### config.mk
export PLATFORM = sky130hd
export DESIGN_NAME = phase_to_pwm
export DESIGN_NICKNAME = d
export VERILOG_FILES = /design/src/rtl/phase_to_pwm.sv
export SDC_FILE = /design/constraint.sdc
export NUM_CORES = 1
export LEC_CHECK = 0
export ABC_AREA = 1
export CAP_MARGIN = 40
export CORE_MARGIN = 1
export CORE_UTILIZATION = 48
export DETAILED_ROUTE_END_ITERATION = 16
export PLACE_DENSITY = 0.84
export SYNTH_ARGS = -nofsm -noshare
export SYNTH_HDL_FRONTEND = slang
export SYNTH_SLANG_ARGS = --single-unit
export TNS_END_PERCENT = 5
### constraint.sdc
create_clock -name i_clk -period 1.7 [get_ports i_clk]
set_input_delay 0.17 -clock i_clk [delete_from_list [all_inputs] [get_ports i_clk]]
set_output_delay 0.17 -clock i_clk [all_outputs]
set_load 0.1 [all_outputs]
### src/rtl/phase_to_pwm.sv
// Phase-to-PWM stage: maps accumulator phase to a waveform sample and
// modulates it onto a single-bit PWM output with frame-aligned duty updates.
module phase_to_pwm #(
    parameter int PWM_BITS = 8
) (
    input  logic                i_clk,
    input  logic                i_reset,
    input  logic [31:0]         i_phase,
    input  logic [1:0]          i_wave_sel,
    input  logic                i_enable,
    output logic [PWM_BITS-1:0] o_sample,
    output logic                o_pwm,
    output logic                o_cycle
);

    localparam int N = PWM_BITS;
    localparam logic [N-1:0] CNT_ONE = N'(1);
    localparam logic [N-1:0] CNT_MAX = '1;
    localparam logic [N-1:0] MID     = {1'b1, {(N-1){1'b0}}};

    typedef enum logic {
        IDLE = 1'b0,
        RUN  = 1'b1
    } state_t;

    state_t       state_q;
    logic [N-1:0] sample_q, sample_d;
    logic [N-1:0] count_q;
    logic [N-1:0] duty_q;

    logic [N-1:0] saw;
    logic [N-1:0] tri_half;
    logic         unused_phase;

    assign saw          = i_phase[31 -: N];
    assign tri_half     = i_phase[30 -: N];
    assign unused_phase = ^i_phase[30-N:0];

    always_comb begin
        sample_d = '0;
        unique case (i_wave_sel)
            2'b00: sample_d = saw;
            2'b01: sample_d = {N{i_phase[31]}};
            2'b10: sample_d = i_phase[31] ? ~tri_half : tri_half;
            2'b11: sample_d = MID;
            default: sample_d = '0;
        endcase
    end

    always_ff @(posedge i_clk or posedge i_reset) begin
        if (i_reset) begin
            sample_q <= '0;
        end else begin
            sample_q <= sample_d;
        end
    end

    // Frames always run to completion; enable is only honoured at the wrap.
    always_ff @(posedge i_clk or posedge i_reset) begin
        if (i_reset) begin
            state_q <= IDLE;
            count_q <= '0;
            duty_q  <= '0;
        end else begin
            unique case (state_q)
                IDLE: begin
                    count_q <= '0;
                    if (i_enable) begin
                        state_q <= RUN;
                        duty_q  <= sample_q;
                    end
                end
                RUN: begin
                    count_q <= count_q + CNT_ONE;
                    if (count_q == CNT_MAX) begin
                        if (i_enable) begin
                            duty_q <= sample_q;
                        end else begin
                            state_q <= IDLE;
                        end
                    end
                end
                default: begin
                    state_q <= IDLE;
                    count_q <= '0;
                end
            endcase
        end
    end

    assign o_sample = sample_q;
    assign o_pwm    = (state_q == RUN) && (count_q < duty_q);
    assign o_cycle  = (state_q == RUN) && (count_q == '0);

endmodule

==> results of run 1 <==
-- synthesized netlist by cell type --
cell type | instances | area (um2)
nand4_1 | 2 | 12.5
nor3_1 | 2 | 10.0
nand3_1 | 28 | 140
nor2_2 | 1 | 6.26
nand2_1 | 52 | 195
buf_4 | 2 | 15.0
or2_2 | 8 | 50.1
o21a_1 | 1 | 7.51
inv_1 | 18 | 67.6
dfrtp_1 | 25 | 626
xor2_1 | 1 | 8.76
nor2_1 | 17 | 63.8
ha_1 | 9 | 113
nand2_2 | 1 | 6.26
nand2_4 | 2 | 22.5
a21oi_1 | 4 | 20.0
o21ai_0 | 1 | 5.00
-- final timing paths --
path                              from          end  slack [ns]  depth (start not counted)
setup / recovery            count_q[1]        o_pwm       -0.14                          7
hold / removal                 i_reset  o_sample[7]        0.16                          3
setup reg to reg            count_q[1]    duty_q[3]        0.29                          9
hold reg to reg              duty_q[1]    duty_q[1]        0.49                          2
max in group asynchronous      i_reset   count_q[2]        1.28                          3
min in group i_clk         i_phase[30]  o_sample[6]        0.41                          3
-- placed cells by master (no fill, tap or decap), types with 3 or more instances in the layout --
master,n
ha_4,3
nand3_1,27
clkdlybuf4s50_1,13
nand2_4,3
clkbuf_4,3
or2_2,8
dfrtp_1,24
nand2_1,51
inv_1,16
nor2_1,17
ha_1,6
buf_4,19
-- layer usage --
layer | part of all wire | GRT usage | vias to the layer above
met5 | 0 | 0 | -
met1 | 0.41 | 0.214 | 561
met3 | 0.047 | 0.0585 | 4
met2 | 0.53 | 0.372 | 33
li1 | - | - | 634
met4 | 0.015 | 0.0714 | 0
-- metrics by stage --
stage	setup slack, ns	setup TNS (ns)	cell area [um2]
floorplan	-0.280	-0.280	1380
global placement	0.187	0	1680
detailed placement	0.175	0	1680
CTS	-0.201	-0.222	1720
global route	-0.277	-0.443	1810
finish	-0.140	-0.226	1810
-- logic make-up (layout without fill, tap and decap cells) --
kind of cell,Yosys count,count (layout),share of synthesized area
and+or+nand+nor,113,113,0.370
DFF,25,25,0.457
buffers and inverters,20,56,0.0603
adders and majority gates,9,9,0.0823
AOI/OAI and AO/OA,6,6,0.0238
xor gates and xnor gates,1,1,0.00640
-- repair_timing --
action                     CTS  global route
setup buffers                2             4
hold endpoints to repair     0             0
hold buffers                 0             0
setup endpoints to repair    2             2
pin swaps                    2             4
resized for setup            1             9
-- power by group through the flow --
stage | Sequential [uW] | Combinational, uW | Clock (uW)
6_report | 623 | 259 | 298
5_1_grt | 625 | 275 | 324
4_1_cts | 623 | 261 | 303
3_5_place_dp | 634 | 260 | 0
3_3_place_gp | 632 | 257 | 0
2_1_floorplan | 764 | 51.0 | 0
-- worst register-to-register path, stage by stage, from the launching register on --
cell,delay [ns]
dfrtp_1,0.39
buf_4,0.13
ha_1,0.17
nand2_2,0.08
nor2_2,0.10
nand2_1,0.10
nand2_4,0.13
nand2_4,0.09
nand2_1,0.09
nand2_1,0.05
-- layout make-up --
type / count / area, um2
multi-input combinational: 129 / 729
clock inverter: 1 / 8.76
timing repair buffer: 34 / 313
tap: 31 / 38.8
inverter: 18 / 67.6
sequential: 25 / 627
fill: 235 / 927
clock buffer: 3 / 22.5
-- flip-flops by register name (all words and copies together), names as in the netlist --
name and cells:
state_q 1, duty_q 8, o_sample 8, count_q 8
==> impl_metrics.json, run 1 <==
{
  "cp_data_required_time_ns": 1.53,
  "p_seq_frac": 0.528,
  "grt_pass1_vias": 1222,
  "swShare": 0.341,
  "die-area_um2": 3070,
  "crit_arrival_ns": 1.67,
  "syn2layout_area_growth_pct": 32.0,
  "post-route-period-util": 1.08,
  "syn_avg_cell_area_um2": 7.87,
  "total_power_uw": 1180,
  "wire_per_inst_um": 11.7,
  "power_frac_clock": 0.253,
  "whs_ns": 0.159,
  "syn_area_um2": 1370,
  "synth-seq-cells": 25,
  "totalWireLength_um": 2810,
  "p_leak_uw": 0.000916,
  "ant_nets": 0,
  "drv_cap": 0,
  "insertion_delay_ns": 0.34,
  "die_h_um": 55.4,
  "p_sw_uw": 402,
  "port_buffers": 23,
  "syn-num-nets": 220,
  "crit_slowest_cell": "dfrtp_1",
  "worst_slew_pin_slew_ns": 0.467,
  "rsz0062_at_grt": "true",
  "n_antenna_cell": 0,
  "fmax_mhz": 543,
  "drc": 0,
  "cts_num_sinks": 25,
  "dp_hpwl_um": 2010,
  "maxSlewHeadroom": 0.688,
  "layout_setup_ws_ns": -0.140,
  "setup_viol": 2,
  "ys_types": 17,
  "p_per_area_nw_per_um2": 653,
  "critPathMostFrequentCell": "nand2_1",
  "nNetsFinal": 257,
  "worst-setup-path-type": "reg2out",
  "clockBufferDepth": 2,
  "yosysSeqAreaShare": 0.457,
  "root_buffer": "clkbuf_4",
  "grt_overflow": 0,
  "grt.total_usage": 0.201,
  "cts_tree": "yes",
  "cp_max_fo": 2,
  "startpoint_type": "register",
  "ys_warn_count": 0,
  "hold_viol_final": 0,
  "io_pins": 47,
  "violations": "negative setup slack",
  "drv_slew": 0,
  "num_rows": 19,
  "slowest_delay_ns": 0.42,
  "firstDrtPassIters": 4,
  "fin_cells": 241,
  "h-tree-depth": 1,
  "core_um2": 2730,
  "crit_family": "flip-flops",
  "peakVddDrop_v": 0.000712,
  "p_int_uw": 777,
  "vias": 1232,
  "final_layout_size_suffix_gt1_frac": 0.229,
  "cp.buffers_inverters": 1,
  "endpoint_kind": "output pin",
  "clkSlewWorstSetupHoldPaths_ns": 0.15,
  "crit_chain": "ha_1 -> nand2_1 -> nand2_1 -> nand2_1 -> nand2_1 -> a21oi_2 -> buf_12",
  "hold_class": "in2async",
  "dp.cells": 231,
  "antenna_found_initial": 0,
  "grt_pass1_wl_um": 4880,
  "detail_route.iter0.violations": 19,
  "final_util": 0.661,
  "combPwrFrac": 0.220,
  "cts_buffers": 3,
  "fp.dieW_um": 55.4,
  "gp_congestion": 0.777,
  "fin_skew_ns": 0.00775,
  "start_util": 0.501,
  "via_per_inst": 5.11,
  "grt_max_degree": 26,
  "status": "finished with violations",
  "syn_inst": 174,
  "post-route-min-period_ns": 1.84
}
Power figures use the tool's default switching activity.
==> run 2, diff against run 1 <==
SKIP_CTS_REPAIR_TIMING = 1   (was not set)
==> run 2 against run 1 <==
Effect of this change:
- the flow still finishes with violations (negative setup slack)
- die area unchanged
- sequential share of layout area up 1.1 points
- non-clock buffer count down 4
- largest cell class unchanged
- fmax down 2.7%
- critical endpoint unchanged
- critical path type unchanged
==> impl_metrics.json, run 2 (synthesis results as in run 1) <==
{
  "status": "finished with violations",
  "violations": "negative setup slack",
  "fp.dieW_um": 55.4,
  "p_per_area_nw_per_um2": 671,
  "drc": 0,
  "crit_slowest_cell": "dfrtp_1",
  "setup_viol": 2,
  "gp_congestion": 0.777,
  "fillers": 238,
  "via_per_inst": 5.02,
  "nNetsFinal": 253,
  "port_buffers": 23,
  "worst_slew_pin_slew_ns": 0.459,
  "grt_pass1_wl_um": 4860,
  "startpoint_type": "register",
  "grt.total_usage": 0.200,
  "firstDrtPassIters": 6,
  "hold_class": "in2async",
  "wire_per_inst_um": 11.3,
  "total_power_uw": 1180,
  "core_um2": 2730,
  "start_util": 0.501,
  "layout_commonest_cell": "nand2_1",
  "root_buffer": "clkbuf_4",
  "antenna_found_initial": 0,
  "final_layout_size_suffix_gt1_frac": 0.194,
  "crit_arrival_ns": 1.72,
  "peakVddDrop_v": 0.000711,
  "clkSlewWorstSetupHoldPaths_ns": 0.15,
  "dp.cells": 231,
  "cts_tree": "yes",
  "vias": 1190,
  "io_pins": 47,
  "n_antenna_cell": 0,
  "worst-setup-path-type": "reg2out",
  "crit_family": "flip-flops",
  "clockBufferDepth": 2,
  "critPathMostFrequentCell": "nand2_1",
  "endpoint_kind": "output pin",
  "rsz0062_at_grt": "true",
  "grt_overflow": 0,
  "post-route-min-period_ns": 1.89,
  "die_h_um": 55.4,
  "slowest_delay_ns": 0.47,
  "layout_setup_ws_ns": -0.191,
  "crit_chain": "ha_1 -> nand2_1 -> inv_1 -> nand2_1 -> nand2_1 -> a21oi_2 -> buf_12",
  "fin_skew_ns": 0.00700,
  "maxSlewHeadroom": 0.693,
  "cp_max_fo": 5,
  "post-route-period-util": 1.11,
  "h-tree-depth": 1,
  "cts_buffers": 3,
  "totalWireLength_um": 2680,
  "ant_nets": 0,
  "die-area_um2": 3070,
  "cts_num_sinks": 25,
  "num_rows": 19,
  "drv_slew": 0,
  "hold_viol_final": 0,
  "dp_hpwl_um": 2010,
  "grt_max_degree": 26,
  "detail_route.iter0.violations": 36,
  "p_leak_uw": 0.000892,
  "syn2layout_area_growth_pct": 28.0,
  "cp.buffers_inverters": 2,
  "layout_common_cells": "nand2_1, nand3_1, dfrtp_1",
  "insertion_delay_ns": 0.33,
  "cp_data_required_time_ns": 1.53,
  "fmax_mhz": 529,
  "drv_cap": 0,
  "grt_pass1_vias": 1209,
  "fin_cells": 237
}
[run 2: area by class of cell]
| class | instances | area (um2) | share of cell area |
|---|---|---|---|
| flip-flops and latches | 25 | 627 | 0.358 |
| repair buffers | 30 | 283 | 0.161 |
| clock buffers | 3 | 22.5 | 0.0129 |
| clock inverters | 1 | 8.76 | 0.00500 |
| well taps | 31 | 38.8 | 0.0221 |
| multi-input cells | 129 | 704 | 0.402 |
| inverters | 18 | 67.6 | 0.0386 |
[run 2: worst paths after layout]
path	from	end	slack, ns	depth (start not counted)
hold reg to reg	duty_q[1]	duty_q[1]	0.49	2
setup reg to reg	count_q[1]	duty_q[3]	0.34	8
min in group i_clk	i_phase[30]	o_sample[6]	0.42	3
hold / removal	i_reset	o_sample[7]	0.17	3
max in group asynchronous	i_reset	count_q[3]	1.27	3
setup / recovery	count_q[2]	o_pwm	-0.19	7
[run 2: metrics by stage]
step | area (um2) | worst slack (ns) | util | hold WS (ns) | setup TNS [ns]
floorplan | 1380 | -0.280 | - | 0.197 | -0.280
global placement | 1680 | 0.187 | 0.613 | 0.454 | 0
detailed placement | 1680 | 0.175 | 0.613 | 0.460 | 0
CTS | 1710 | -0.216 | 0.624 | 0.166 | -0.234
global route | 1750 | -0.301 | 0.641 | 0.176 | -0.397
finish | 1750 | -0.191 | 0.641 | 0.166 | -0.195
[run 2: report_power, final]
group / total [uW] / leakage [uW] / switching (uW) / internal [uW]
combinational: 259 / 0.000559 / 190 / 68.9
sequential: 623 / 0.000315 / 10.4 / 612
clock: 295 / 0.0000183 / 199 / 96.0
total: 1180 / 0.000892 / 399 / 777
[run 2: worst register-to-register path: stages, from the launching register on]
cell and delay [ns]:
dfrtp_1 0.43, ha_1 0.21, nand2_2 0.08, nor2_2 0.10, nand2_1 0.09, nand2_4 0.13
nand2_4 0.09, nand2_1 0.09, nand2_1 0.05
[run 2: layer usage]
metal  part of all wire  GRT usage  wire, um  vias up
met2               0.53      0.370      1430       30
met5                  0          0         0        -
met3              0.051     0.0585       137        2
met4              0.011     0.0714        29        0
met1               0.41      0.213      1090      534
li1                   -          -         -      624
==> run 3, diff against run 2 <==
PLACE_DENSITY = 0.94   (was 0.84)
==> run 3 against run 2 <==
Effect of this change:
- the run still ends with negative setup slack left
- clock power increased by 3%
- final area increased by 4.4%
- power increased by 0.63%
- non-clock buffer count increased by 5
- critical path depth increased by 1
- combinational power about the same
- critical endpoint unchanged
- largest cell class unchanged
==> impl_metrics.json, run 3 (synthesis results as in run 1) <==
{
  "finalSetupTns_ns": -0.306,
  "layout_common_cells": "nand2_1, nand3_1, dfrtp_1",
  "p_int_uw": 778,
  "wire_per_inst_um": 12.0,
  "io_pins": 47,
  "via_per_inst": 5.21,
  "status": "finished with violations",
  "core_um2": 2730,
  "grt_pass1_vias": 1190,
  "n_antenna_cell": 0,
  "final_util": 0.669,
  "root_buffer": "clkbuf_4",
  "cp_data_required_time_ns": 1.53,
  "syn2layout_area_growth_pct": 33.5,
  "grt_overflow": 0,
  "fin_skew_ns": 0.00655,
  "grt_pass1_wl_um": 4790,
  "cp_max_fo": 2,
  "cts_tree": "yes",
  "fmax_mhz": 534,
  "p_leak_uw": 0.000921,
  "maxSlewHeadroom": 0.699,
  "p_per_area_nw_per_um2": 647,
  "num_rows": 19,
  "post-route-min-period_ns": 1.87,
  "worst-setup-path-type": "reg2out",
  "hold_class": "in2async",
  "insertion_delay_ns": 0.34,
  "crit_arrival_ns": 1.70,
  "vias": 1262,
  "dp_hpwl_um": 2010,
  "grt.total_usage": 0.195,
  "cts_num_sinks": 25,
  "layout_setup_ws_ns": -0.173,
  "worst_slew_pin_slew_ns": 0.450,
  "drv_slew": 0,
  "die-area_um2": 3070,
  "cts_buffers": 3,
  "die_h_um": 55.4,
  "setup_viol": 2,
  "clkSlewWorstSetupHoldPaths_ns": 0.16,
  "start_util": 0.501,
  "endpoint_kind": "output pin",
  "drc": 0,
  "hold_viol_final": 0,
  "violations": "negative setup slack",
  "timing.critical_path.from": "duty_q[6]",
  "port_buffers": 23,
  "r2r-start": "count_q[1]",
  "gp_congestion": 0.792,
  "antenna_found_initial": 0,
  "swShare": 0.343,
  "firstDrtPassIters": 4,
  "nNetsFinal": 258,
  "power_frac_clock": 0.256,
  "layout_commonest_cell": "nand2_1",
  "startpoint_type": "register",
  "drv_cap": 0,
  "grt_max_degree": 26,
  "p_sw_uw": 406,
  "h-tree-depth": 1,
  "dpl_worst_slack_ns": 0.101,
  "peakVddDrop_v": 0.000650,
  "final_layout_size_suffix_gt1_frac": 0.246,
  "ant_nets": 0,
  "totalWireLength_um": 2900,
  "fp.dieW_um": 55.4,
  "p_seq_frac": 0.526,
  "post-route-period-util": 1.10,
  "detail_route.iter0.violations": 46,
  "clockBufferDepth": 2,
  "rsz0062_at_grt": "true",
  "combPwrFrac": 0.218
}
run 3: cell types whose count changed in the layout (fill, tap and decap cells not counted), sizes merged:
cell and delta:
buf +5
run 3: final timing paths:
| path | to | slack [ns] | cells past startpoint |
|---|---|---|---|
| max reg2reg | duty_q[6] | 0.27 | 9 |
| min | o_sample[7] | 0.15 | 3 |
| min in group i_clk | o_sample[6] | 0.41 | 3 |
| max in group asynchronous | count_q[2] | 1.29 | 3 |
| max | o_pwm | -0.17 | 8 |
| min reg2reg | duty_q[2] | 0.49 | 2 |
run 3: power groups by stage:
| stage | Combinational, uW | Clock [uW] | Sequential [uW] |
|---|---|---|---|
| 6_report | 258 | 303 | 622 |
| 3_5_place_dp | 259 | 0 | 633 |
| 4_1_cts | 260 | 304 | 622 |
| 5_1_grt | 275 | 324 | 625 |
| 2_1_floorplan | 51.0 | 0 | 764 |
| 3_3_place_gp | 257 | 0 | 632 |
run 3: final cells by class:
class | count | area [um2]
multi-input combinational | 129 | 742
clock buffer | 3 | 22.5
clock inverter | 1 | 8.76
fill | 220 | 906
tap | 31 | 38.8
inverter | 18 | 67.6
timing repair buffer | 35 | 320
sequential | 25 | 628
run 3: metrics by stage:
step / instances / area (um2) / hold slack (ns) / power (uW)
3_3_place_gp: 230 / 1670 / 0.454 / 889
2_1_floorplan: 174 / 1380 / 0.197 / 815
4_1_cts: 234 / 1700 / 0.156 / 1190
3_5_place_dp: 230 / 1670 / 0.458 / 893
5_1_grt: 242 / 1830 / 0.178 / 1220
6_report: 242 / 1830 / 0.149 / 1180
run 3: worst max-delay path, cell delays in order, from the launching register on:
cell,delay [ns]
dfrtp_1,0.42
inv_2,0.08
ha_4,0.21
nand2_4,0.07
inv_2,0.04
nand3_2,0.05
nand4_1,0.10
a21oi_2,0.19
buf_12,0.20
run 3: metal layers:
| metal | track usage | part of all wire |
|---|---|---|
| met5 | 0 | 0 |
| met4 | 0.0500 | 0.018 |
| met3 | 0.0749 | 0.052 |
| met2 | 0.377 | 0.55 |
| met1 | 0.191 | 0.38 |
